<file path="src/rtl/spi_burst_ctrl.sv">
// Burst sequencer between host command/data streams and an SPI master, with write and read FIFOs.
// Define SPI_BURST_CTRL_ERR_STATUS_EN to enable the sticky underrun/overflow status flags.
module spi_burst_ctrl #(
  parameter int DATA_WIDTH = 16,
  parameter int ADDR_WIDTH = 15,
  parameter int FIFO_DEPTH = 16
) (
  input  logic                  i_clk,
  input  logic                  i_rst,
  input  logic                  i_cmd_valid,
  output logic                  o_cmd_ready,
  input  logic [ADDR_WIDTH-1:0] i_cmd_addr,
  input  logic                  i_cmd_rw,
  input  logic [15:0]           i_cmd_len,
  input  logic [DATA_WIDTH-1:0] i_wr_data,
  input  logic                  i_wr_valid,
  output logic                  o_wr_ready,
  output logic [DATA_WIDTH-1:0] o_rd_data,
  output logic                  o_rd_valid,
  input  logic                  i_rd_ready,
  output logic                  o_spi_enable,
  output logic [ADDR_WIDTH-1:0] o_spi_addr,
  output logic [DATA_WIDTH-1:0] o_spi_data,
  output logic                  o_spi_rw,
  output logic                  o_spi_burst_enable,
  output logic [15:0]           o_spi_burst_count,
  input  logic                  i_spi_busy,
  input  logic                  i_spi_word_request,
  input  logic                  i_spi_read_valid,
  input  logic [DATA_WIDTH-1:0] i_spi_read_word,
  output logic                  o_underrun,
  output logic                  o_overflow,
  input  logic                  i_err_clear,
  output logic                  o_idle
);
  localparam int PW = $clog2(FIFO_DEPTH);
  localparam int CW = PW + 1;

  typedef enum logic [2:0] {IDLE, PREFILL, START, RUN, DONE} state_t;

  state_t                state_r;
  logic [15:0]           len_r;
  logic                  rw_r;
  logic                  req_q_r, valid_q_r, busy_q_r;
  logic [DATA_WIDTH-1:0] wr_mem_r [FIFO_DEPTH];
  logic [DATA_WIDTH-1:0] rd_mem_r [FIFO_DEPTH];
  logic [PW-1:0]         wr_wp_r, wr_rp_r, rd_wp_r, rd_rp_r;
  logic [CW-1:0]         wr_cnt_r, rd_cnt_r;

  logic        wr_empty_s, wr_full_s, rd_empty_s, rd_full_s;
  logic        wr_push_s, wr_pop_req_s, wr_pop_s;
  logic        rd_push_req_s, rd_push_s, rd_pop_s;
  logic        req_rise_s, valid_rise_s, busy_fall_s, cmd_accept_s;
  logic [16:0] rd_free_s;

  assign wr_empty_s = (wr_cnt_r == '0);
  assign wr_full_s  = (wr_cnt_r == CW'(FIFO_DEPTH));
  assign rd_empty_s = (rd_cnt_r == '0);
  assign rd_full_s  = (rd_cnt_r == CW'(FIFO_DEPTH));
  assign rd_free_s  = 17'(FIFO_DEPTH) - 17'(rd_cnt_r);

  assign req_rise_s   = i_spi_word_request && !req_q_r;
  assign valid_rise_s = i_spi_read_valid && !valid_q_r;
  assign busy_fall_s  = busy_q_r && !i_spi_busy;

  // A read is held off until the read FIFO can absorb the whole burst
  assign o_cmd_ready  = (state_r == IDLE) &&
                        !(i_cmd_valid && i_cmd_rw && (rd_free_s < {1'b0, i_cmd_len}));
  assign cmd_accept_s = i_cmd_valid && o_cmd_ready;
  assign o_idle       = (state_r == IDLE);

  assign wr_push_s    = i_wr_valid && !wr_full_s;
  assign wr_pop_req_s = !rw_r && (((state_r == START) && i_spi_busy) ||
                                  ((state_r == RUN) && req_rise_s));
  assign wr_pop_s     = wr_pop_req_s && !wr_empty_s;

  assign rd_pop_s      = i_rd_ready && !rd_empty_s;
  assign rd_push_req_s = (state_r == RUN) && rw_r &&
                         ((len_r > 16'd1) ? valid_rise_s : busy_fall_s);
  assign rd_push_s     = rd_push_req_s && (!rd_full_s || rd_pop_s);

  assign o_wr_ready = !wr_full_s;
  assign o_rd_valid = !rd_empty_s;
  assign o_rd_data  = rd_empty_s ? '0 : rd_mem_r[rd_rp_r];
  assign o_spi_data = wr_empty_s ? '0 : wr_mem_r[wr_rp_r];

  // Command sequencing and registered SPI control outputs
  always_ff @(posedge i_clk or posedge i_rst) begin
    if (i_rst) begin
      state_r            <= IDLE;
      len_r              <= 16'd0;
      rw_r               <= 1'b0;
      o_spi_enable       <= 1'b0;
      o_spi_addr         <= '0;
      o_spi_rw           <= 1'b0;
      o_spi_burst_enable <= 1'b0;
      o_spi_burst_count  <= 16'd0;
    end else begin
      case (state_r)
        IDLE: begin
          if (cmd_accept_s) begin
            len_r      <= i_cmd_len;
            rw_r       <= i_cmd_rw;
            o_spi_addr <= i_cmd_addr;
            o_spi_rw   <= i_cmd_rw;
            if (i_cmd_len == 16'd0) begin
              state_r <= DONE;
            end else if (i_cmd_rw) begin
              state_r            <= START;
              o_spi_enable       <= 1'b1;
              o_spi_burst_enable <= (i_cmd_len > 16'd1);
              o_spi_burst_count  <= (i_cmd_len > 16'd1) ? i_cmd_len : 16'd0;
            end else begin
              state_r <= PREFILL;
            end
          end
        end
        PREFILL: begin
          if (!wr_empty_s) begin
            state_r            <= START;
            o_spi_enable       <= 1'b1;
            o_spi_burst_enable <= (len_r > 16'd1);
            o_spi_burst_count  <= (len_r > 16'd1) ? len_r : 16'd0;
          end
        end
        START: begin
          if (i_spi_busy) begin
            o_spi_enable <= 1'b0;
            state_r      <= RUN;
          end
        end
        RUN: begin
          if (busy_fall_s) state_r <= DONE;
        end
        DONE: begin
          state_r            <= IDLE;
          o_spi_burst_enable <= 1'b0;
          o_spi_burst_count  <= 16'd0;
        end
        default: state_r <= IDLE;
      endcase
    end
  end

  // FIFO pointers, occupancy counters and SPI status edge detectors
  always_ff @(posedge i_clk or posedge i_rst) begin
    if (i_rst) begin
      wr_wp_r   <= '0;
      wr_rp_r   <= '0;
      wr_cnt_r  <= '0;
      rd_wp_r   <= '0;
      rd_rp_r   <= '0;
      rd_cnt_r  <= '0;
      req_q_r   <= 1'b0;
      valid_q_r <= 1'b0;
      busy_q_r  <= 1'b0;
    end else begin
      if (wr_push_s) wr_wp_r <= wr_wp_r + PW'(1);
      if (wr_pop_s)  wr_rp_r <= wr_rp_r + PW'(1);
      if (rd_push_s) rd_wp_r <= rd_wp_r + PW'(1);
      if (rd_pop_s)  rd_rp_r <= rd_rp_r + PW'(1);
      wr_cnt_r  <= wr_cnt_r + CW'(wr_push_s) - CW'(wr_pop_s);
      rd_cnt_r  <= rd_cnt_r + CW'(rd_push_s) - CW'(rd_pop_s);
      req_q_r   <= i_spi_word_request;
      valid_q_r <= i_spi_read_valid;
      busy_q_r  <= i_spi_busy;
    end
  end

  // FIFO storage; contents are meaningless outside the pointer window
  always_ff @(posedge i_clk) begin
    if (wr_push_s) wr_mem_r[wr_wp_r] <= i_wr_data;
    if (rd_push_s) rd_mem_r[rd_wp_r] <= i_spi_read_word;
  end

`ifdef SPI_BURST_CTRL_ERR_STATUS_EN
  logic underrun_set_s, overflow_set_s;
  assign underrun_set_s = wr_pop_req_s && wr_empty_s;
  assign overflow_set_s = rd_push_req_s && rd_full_s && !rd_pop_s;

  // Sticky error flags; a clear takes priority over a same-cycle set
  always_ff @(posedge i_clk or posedge i_rst) begin
    if (i_rst) begin
      o_underrun <= 1'b0;
      o_overflow <= 1'b0;
    end else if (i_err_clear) begin
      o_underrun <= 1'b0;
      o_overflow <= 1'b0;
    end else begin
      if (underrun_set_s) o_underrun <= 1'b1;
      if (overflow_set_s) o_overflow <= 1'b1;
    end
  end
`else
  logic err_clear_unused_s;
  assign err_clear_unused_s = i_err_clear;
  assign o_underrun = 1'b0;
  assign o_overflow = 1'b0;
`endif
endmodule

</file>
<file path="config.mk">
export PLATFORM = sky130hd
export DESIGN_NAME = spi_burst_ctrl
export DESIGN_NICKNAME = d
export VERILOG_FILES = /design/src/rtl/spi_burst_ctrl.sv
export SDC_FILE = /design/constraint.sdc
export NUM_CORES = 1
export LEC_CHECK = 0
export ABC_AREA = 1
export CAP_MARGIN = 15
export CORE_AREA = 2 2 216 218
export DETAILED_ROUTE_END_ITERATION = 12
export DIE_AREA = 0 0 218 220
export GPL_TIMING_DRIVEN = 0
export PLACE_DENSITY = 0.76
export SYNTH_ARGS = -nofsm -noshare
export SYNTH_HDL_FRONTEND = slang
export SYNTH_SLANG_ARGS = --single-unit
export TNS_END_PERCENT = 1
</file>
<file path="constraint.sdc">
create_clock -name i_clk -period 3.2 [get_ports i_clk]
set_clock_uncertainty 0.1 [all_clocks]
set_input_delay 0.64 -clock i_clk [delete_from_list [all_inputs] [get_ports i_clk]]
set_output_delay 0.64 -clock i_clk [all_outputs]
set_load 0.005 [all_outputs]
</file>
# After elaboration in Yosys (flattened, before gate mapping)
# Memory sizes are Yosys's and may differ from the RTL's.
# Cells that the tools add are included.
# W data, S select, Z words.
[op_classes]
n_addsub = 9
order_cmp = 3
n_eq_ne = 12
n_mux = 32
reduce_logical = 37
[op_table]
columns = ["op", "n"]
rows = [
  ["$mux W16", 8],
  ["$pmux W16 S3", 1],
  ["$gt A16 B1 Y1 const B", 2],
  ["$lt A17 B16 Y1", 1],
  ["$add A4 B1 Y4 const B", 4],
  ["$logic_and A1 B1 Y1", 16],
  ["$logic_not A16 Y1", 1],
  ["$mux W3", 5],
  ["$mux W1", 14],
  ["$pmux W3 S4", 1],
  ["$add A5 B1 Y5", 2],
  ["$eq A5 B5 Y1 const B", 2],
  ["$logic_not A5 Y1", 2],
  ["$ne A2 B2 Y1 const B", 5],
  ["$sub A5 B1 Y5", 2],
  ["$logic_not A1 Y1", 9],
  ["$eq A3 B2 Y1 const B", 2],
  ["$pmux W1 S3", 2],
  ["$reduce_and A6 Y1", 1],
  ["$reduce_bool A3 Y1", 2],
  ["$sub A5 B5 Y6 const A", 1],
  ["$reduce_and A5 Y1", 1],
  ["$reduce_and A4 Y1", 1],
  ["$eq A3 B1 Y1 const B", 1],
  ["6 further kinds", 7],
]
[word_totals]
reg_bits = 82
ram_bits = 512
in_bits = 73
output_inout_bits = 72
elab_cells = 111
mem_count = 2
[mem_list]
columns = ["memory", "words", "width", "read_ports", "rd_clocked_by_memory_dff", "wr", "line", "rtl"]
rows = [
  ["rd_mem_r", 16, 16, 1, 0, 1, "46", "logic [DATA_WIDTH-1:0] rd_mem_r [FIFO_DEPTH];"],
  ["wr_mem_r", 16, 16, 1, 0, 1, "45", "logic [DATA_WIDTH-1:0] wr_mem_r [FIFO_DEPTH];"],
]

# Logic depth before layout (Yosys ltp)
[logic_depth]
depth_word = 8
ltp_mapped = 21
mapped_depth_nobuf = 20

# Least setup slack after synthesis
# OpenSTA, ideal clock, no wires.
[synth_path]
path_type = "reg-to-reg"
startpoint = "reg rd_cnt_r[1]"
endpoint = "mem rd_mem_r[7][0] (enable)"
setup_time_ns = 0.409
arrival_time_ns = 2.746
required_time_ns = 2.691
slack_ns = -0.055
stages_incl_launch_ff = 12
path_buffers = 1
synth_period_minus_slack_ns = 3.255
path_cell_list = "dfrtp_1 inv_1 ha_1 nand2_1 inv_1 ha_1 clkbuf_1 inv_1 nand2_1 nand2_1 nand3_2 nor3_1"
[synth_between]
elab_chain_cells = 7
elab_cells_between_ends = 9
classes_between = "eq/ne (1); mux (2); reduce/logical (6)"
[synth_lines]
columns = ["item", "line", "rtl"]
rows = [
  ["from (decl)", "48", "logic [CW-1:0] wr_cnt_r, rd_cnt_r;"],
  ["from (signal assigned)", "163", "rd_cnt_r <= rd_cnt_r + CW'(rd_push_s) - CW'(rd_pop_s);"],
  ["$logic_not A5 Y1", "58", "assign rd_empty_s = (rd_cnt_r == '0);"],
  ["$logic_not A1 Y1", "-", ""],
  ["net o_rd_valid", "19", "output logic o_rd_valid,"],
  ["$logic_and A1 B1 Y1", "77", "assign rd_pop_s = i_rd_ready && !rd_empty_s;"],
  ["$logic_or A1 B1 Y1", "80", "assign rd_push_s = rd_push_req_s && (!rd_full_s || rd_pop_s);"],
  ["$logic_and A1 B1 Y1", "80", ""],
  ["$mux W1", "173", "if (rd_push_s) rd_mem_r[rd_wp_r] <= i_spi_read_word;"],
  ["$mux W1 (not written as such)", "173", ""],
  ["to (decl)", "46", ""],
]
# The timed path passes the listed nets, and every way through them passes these cells.

# Worst setup path in the final report
[layout_path]
startpoint = "reg rd_cnt_r[2]"
endpoint = "out o_cmd_ready"
[layout_between]
elab_chain_cells = 5
[layout_lines]
columns = ["item", "line", "rtl"]
rows = [
  ["$sub A5 B5 Y6", "60", "assign rd_free_s = 17'(FIFO_DEPTH) - 17'(rd_cnt_r);"],
  ["$lt A17 B16 Y1", "68", "!(i_cmd_valid && i_cmd_rw && (rd_free_s < {1'b0, i_cmd_len}));"],
  ["$logic_and A1 B1 Y1", "68", ""],
  ["$logic_not A1 Y1", "68", ""],
  ["$logic_and A1 B1 Y1", "67", "assign o_cmd_ready = (state_r == IDLE) &&"],
  ["to (decl)", "11", "output logic o_cmd_ready,"],
]
# No other way between the ends.

==> results_dict.tcl <==
set metrics [dict create \
    rsz0062_at_grt "true" \
    cp.arrival_ns 2.82 \
    clock_latency_ns 0.63 \
    htreeDepth 2 \
    place_area_um2 27300 \
    initial_core_util_pct 53.4 \
    track_usage_pct 30.2 \
    io_buffers 141 \
    p_leak_uw 0.0109 \
    synth_largest_area_cell "edfxtp_1" \
    place_hpwl_mm 45.2 \
    slew_violations 0 \
    finalPower_uw 29200 \
    outcome "complete, but fails checks" \
    max_freq_mhz 281 \
    worst_pin_slew_ns 0.831 \
    finish.instance_area_um2 30600 \
    grt.overflow.total 0 \
    r2r_start "rd_cnt_r[0]" \
    core_um2 45900 \
    cp.required_ns 2.46 \
    grt_max_degree 71 \
    ys_ff_latch 594 \
    die_width_um 218 \
    rr_worst_depth 16 \
    async_flop_share_pct 13.8 \
    clockBufferDepth 3 \
    path_class "flop to output pin" \
    cts.sinks 594 \
    fin_ws_ns -0.357 \
    min_path_type "input port to async pin" \
    cts_root_buffer "clkbuf_16" \
    antenna_found_initial 2 \
    vias_per_cell 6.34 \
    setup_viol 27 \
    drc 0 \
    num_rows 79 \
    die_area_um2 48000 \
    yosys.cell_types.count 41 \
    antenna_left 0 \
    ys_warn_count 0 \
    cts_tree "done" \
    irDropWorstVdd_uv 612 \
    final_common_cell "edfxtp_1" \
    synth_top_area_share_pct 62.8 \
    path_max_fanout 6 \
    grt_pass1_vias 18000 \
    synth_area_per_cell_um2 12.4 \
    die_h_um 220 \
    violations "setup timing" \
    drive_above_1_share_pct 18.0 \
    period_needed_ns 3.56 \
    regToRegSetupSlack_ns 0.10 \
    grt_pass1_wl_mm 107 \
    path_clk_slew_ns 0.06 \
    cts_made_buffers 58 \
    ys_seq_area_share_pct 71.2 \
    timing.slew.headroom_pct 44.4 \
    mostFrequentLayoutCells "edfxtp_1 (512), nor2_1 (288), o21ai_0 (284)" \
    gp_congestion 0.904 \
    synthTopCellsByArea "edfxtp_1 (63%), dfrtp_1 (8.4%), o21ai_0 (6.0%)" \
    period_share_pct 111 \
    dr_total_vias 18200 \
    critPathLaunchType "flop" \
    pre_cts_slack_ns -0.507 \
    synthFlopType "edfxtp_1" \
    reg2reg_to "rd_cnt_r[4]" \
    ios 145 \
    hold_viol_final 0 \
    wl_per_cell_um 25.1 \
    finalWirelength_mm 72.3 \
    syn_area_um2 24500 \
    synth_cells 1966 \
    fin_setup_tns_ns -4.98 \
    drtIter0Drc 2459 \
    nNetsFinal 2334 \
    p_per_area_nw_per_um2 955 \
    worstSetupEndpointType "output pin" \
    synth_edf_count 512 \
    dr.pass1.iters 7 \
    cap_violations 0 \
    synthToLayoutAreaGrowth_pct 24.9 \
]
through the flow:
| stage | util [%] | hold WS [ns] | std cells |
|---|---|---|---|
| 2_1_floorplan | - | 0.353 | 1967 |
| 3_3_place_gp | 58.1 | 0.360 | 2715 |
| 3_5_place_dp | 59.5 | 0.359 | 2748 |
| 4_1_cts | 66.4 | 0.160 | 2873 |
| 5_1_grt | 66.6 | 0.178 | 2876 |
| 6_report | 66.6 | 0.183 | 2876 |
critical path: stages (launching register included):
cell and delay [ns]:
dfrtp_1 0.40, inv_2 0.10, ha_4 0.15, nand3_4 0.07, nand2_4 0.08, clkinvlp_4 0.19
buf_6 0.19, ha_1 0.28, nand2_1 0.06, inv_1 0.06, nand3_2 0.08, nor2_2 0.12
nand2_1 0.07, nand3_2 0.10, nand2_1 0.06, inv_1 0.06, buf_2 0.11
kinds of logic (layout without fill, tap and decap cells):
logic type	after synthesis	count (layout)	synth area share, %
other cells	1	3	0.0153
buf+inv	229	530	3.79
xor+xnor	20	20	0.716
flops	594	594	71.2
simple gates	567	567	9.60
fa+ha+maj	42	42	2.21
compound gates	513	513	12.5
cell usage after synthesis, types with 5 or more instances:
cell      count
buf_2        22
o21ai_1      14
o211ai_1     21
xor2_1       16
o221ai_1     94
inv_1       103
a21oi_1      41
buf_4         6
edfxtp_1    512
nor2_1      325
nand3_1      77
ha_1         40
dfrtp_1      82
clkbuf_1     83
o21ai_0     293
buf_1         5
o22ai_1      47
nand4_1       7
nand2_1     139
final cells by class:
cell class / instances / area [µm²]
clock buffer: 75 / 1570
clock inverter: 34 / 402
tap: 607 / 759
multi-input combinational: 1144 / 6670
timing repair buffer: 195 / 2150
fill: 3105 / 15300
inverter: 108 / 422
buffer: 118 / 1160
antenna: 1 / 2.50
sequential: 594 / 17400
report_power, final:
part | total [µW] | internal (µW) | switching, µW
logic | 12400 | 4870 | 7510
registers | 9780 | 9270 | 516
clock network | 7030 | 4040 | 2990
total | 29200 | 18200 | 11000
sequential cells by signal, summed over array words and instances (netlist names):
register / cells
o_spi_addr: 15
o_spi_burst_count: 16
rd_rp_r: 4
wr_rp_r: 4
rw_r: 1
busy_q_r: 1
state_r: 3
valid_q_r: 1
wr_wp_r: 4
wr_cnt_r: 5
rd_cnt_r: 5
rd_wp_r: 4
req_q_r: 1
o_spi_enable: 1
rd_mem_r: 256
len_r: 16
o_spi_burst_enable: 1
wr_mem_r: 256
what timing repair did:
action                                  CTS  global route
pin swaps                                65            18
endpoints found under the setup margin  295            85
hold buffers                              0             0
gates cloned                              1             0
buffers inserted                         18             2
resized for setup                       351            28
worst max-delay path by stage:
stage | start | endpoint | slack (ns) | cells after the start
6_report | rd_cnt_r[2] | o_cmd_ready | -0.36 | 16
3_5_place_dp | rd_cnt_r[1] | rd_cnt_r[4] | -0.51 | 17
5_1_grt | rd_cnt_r[2] | o_cmd_ready | -0.53 | 16
2_1_floorplan | rd_cnt_r[1] | rd_cnt_r[4] | 0.32 | 17
3_3_place_gp | rd_cnt_r[1] | rd_mem_r[13][13] | -1.07 | 11
4_1_cts | rd_cnt_r[2] | o_cmd_ready | -0.34 | 15
metal layers:
metal | vias up | global-route usage [%] | part of all wire (%)
met5 | - | 0 | 0
met4 | 0 | 14.6 | 4.8
met3 | 276 | 6.42 | 12
met2 | 1441 | 48.4 | 47
met1 | 8817 | 39.4 | 36
li1 | 7697 | - | -
Note: power is estimated with default switching activity, not from simulation.
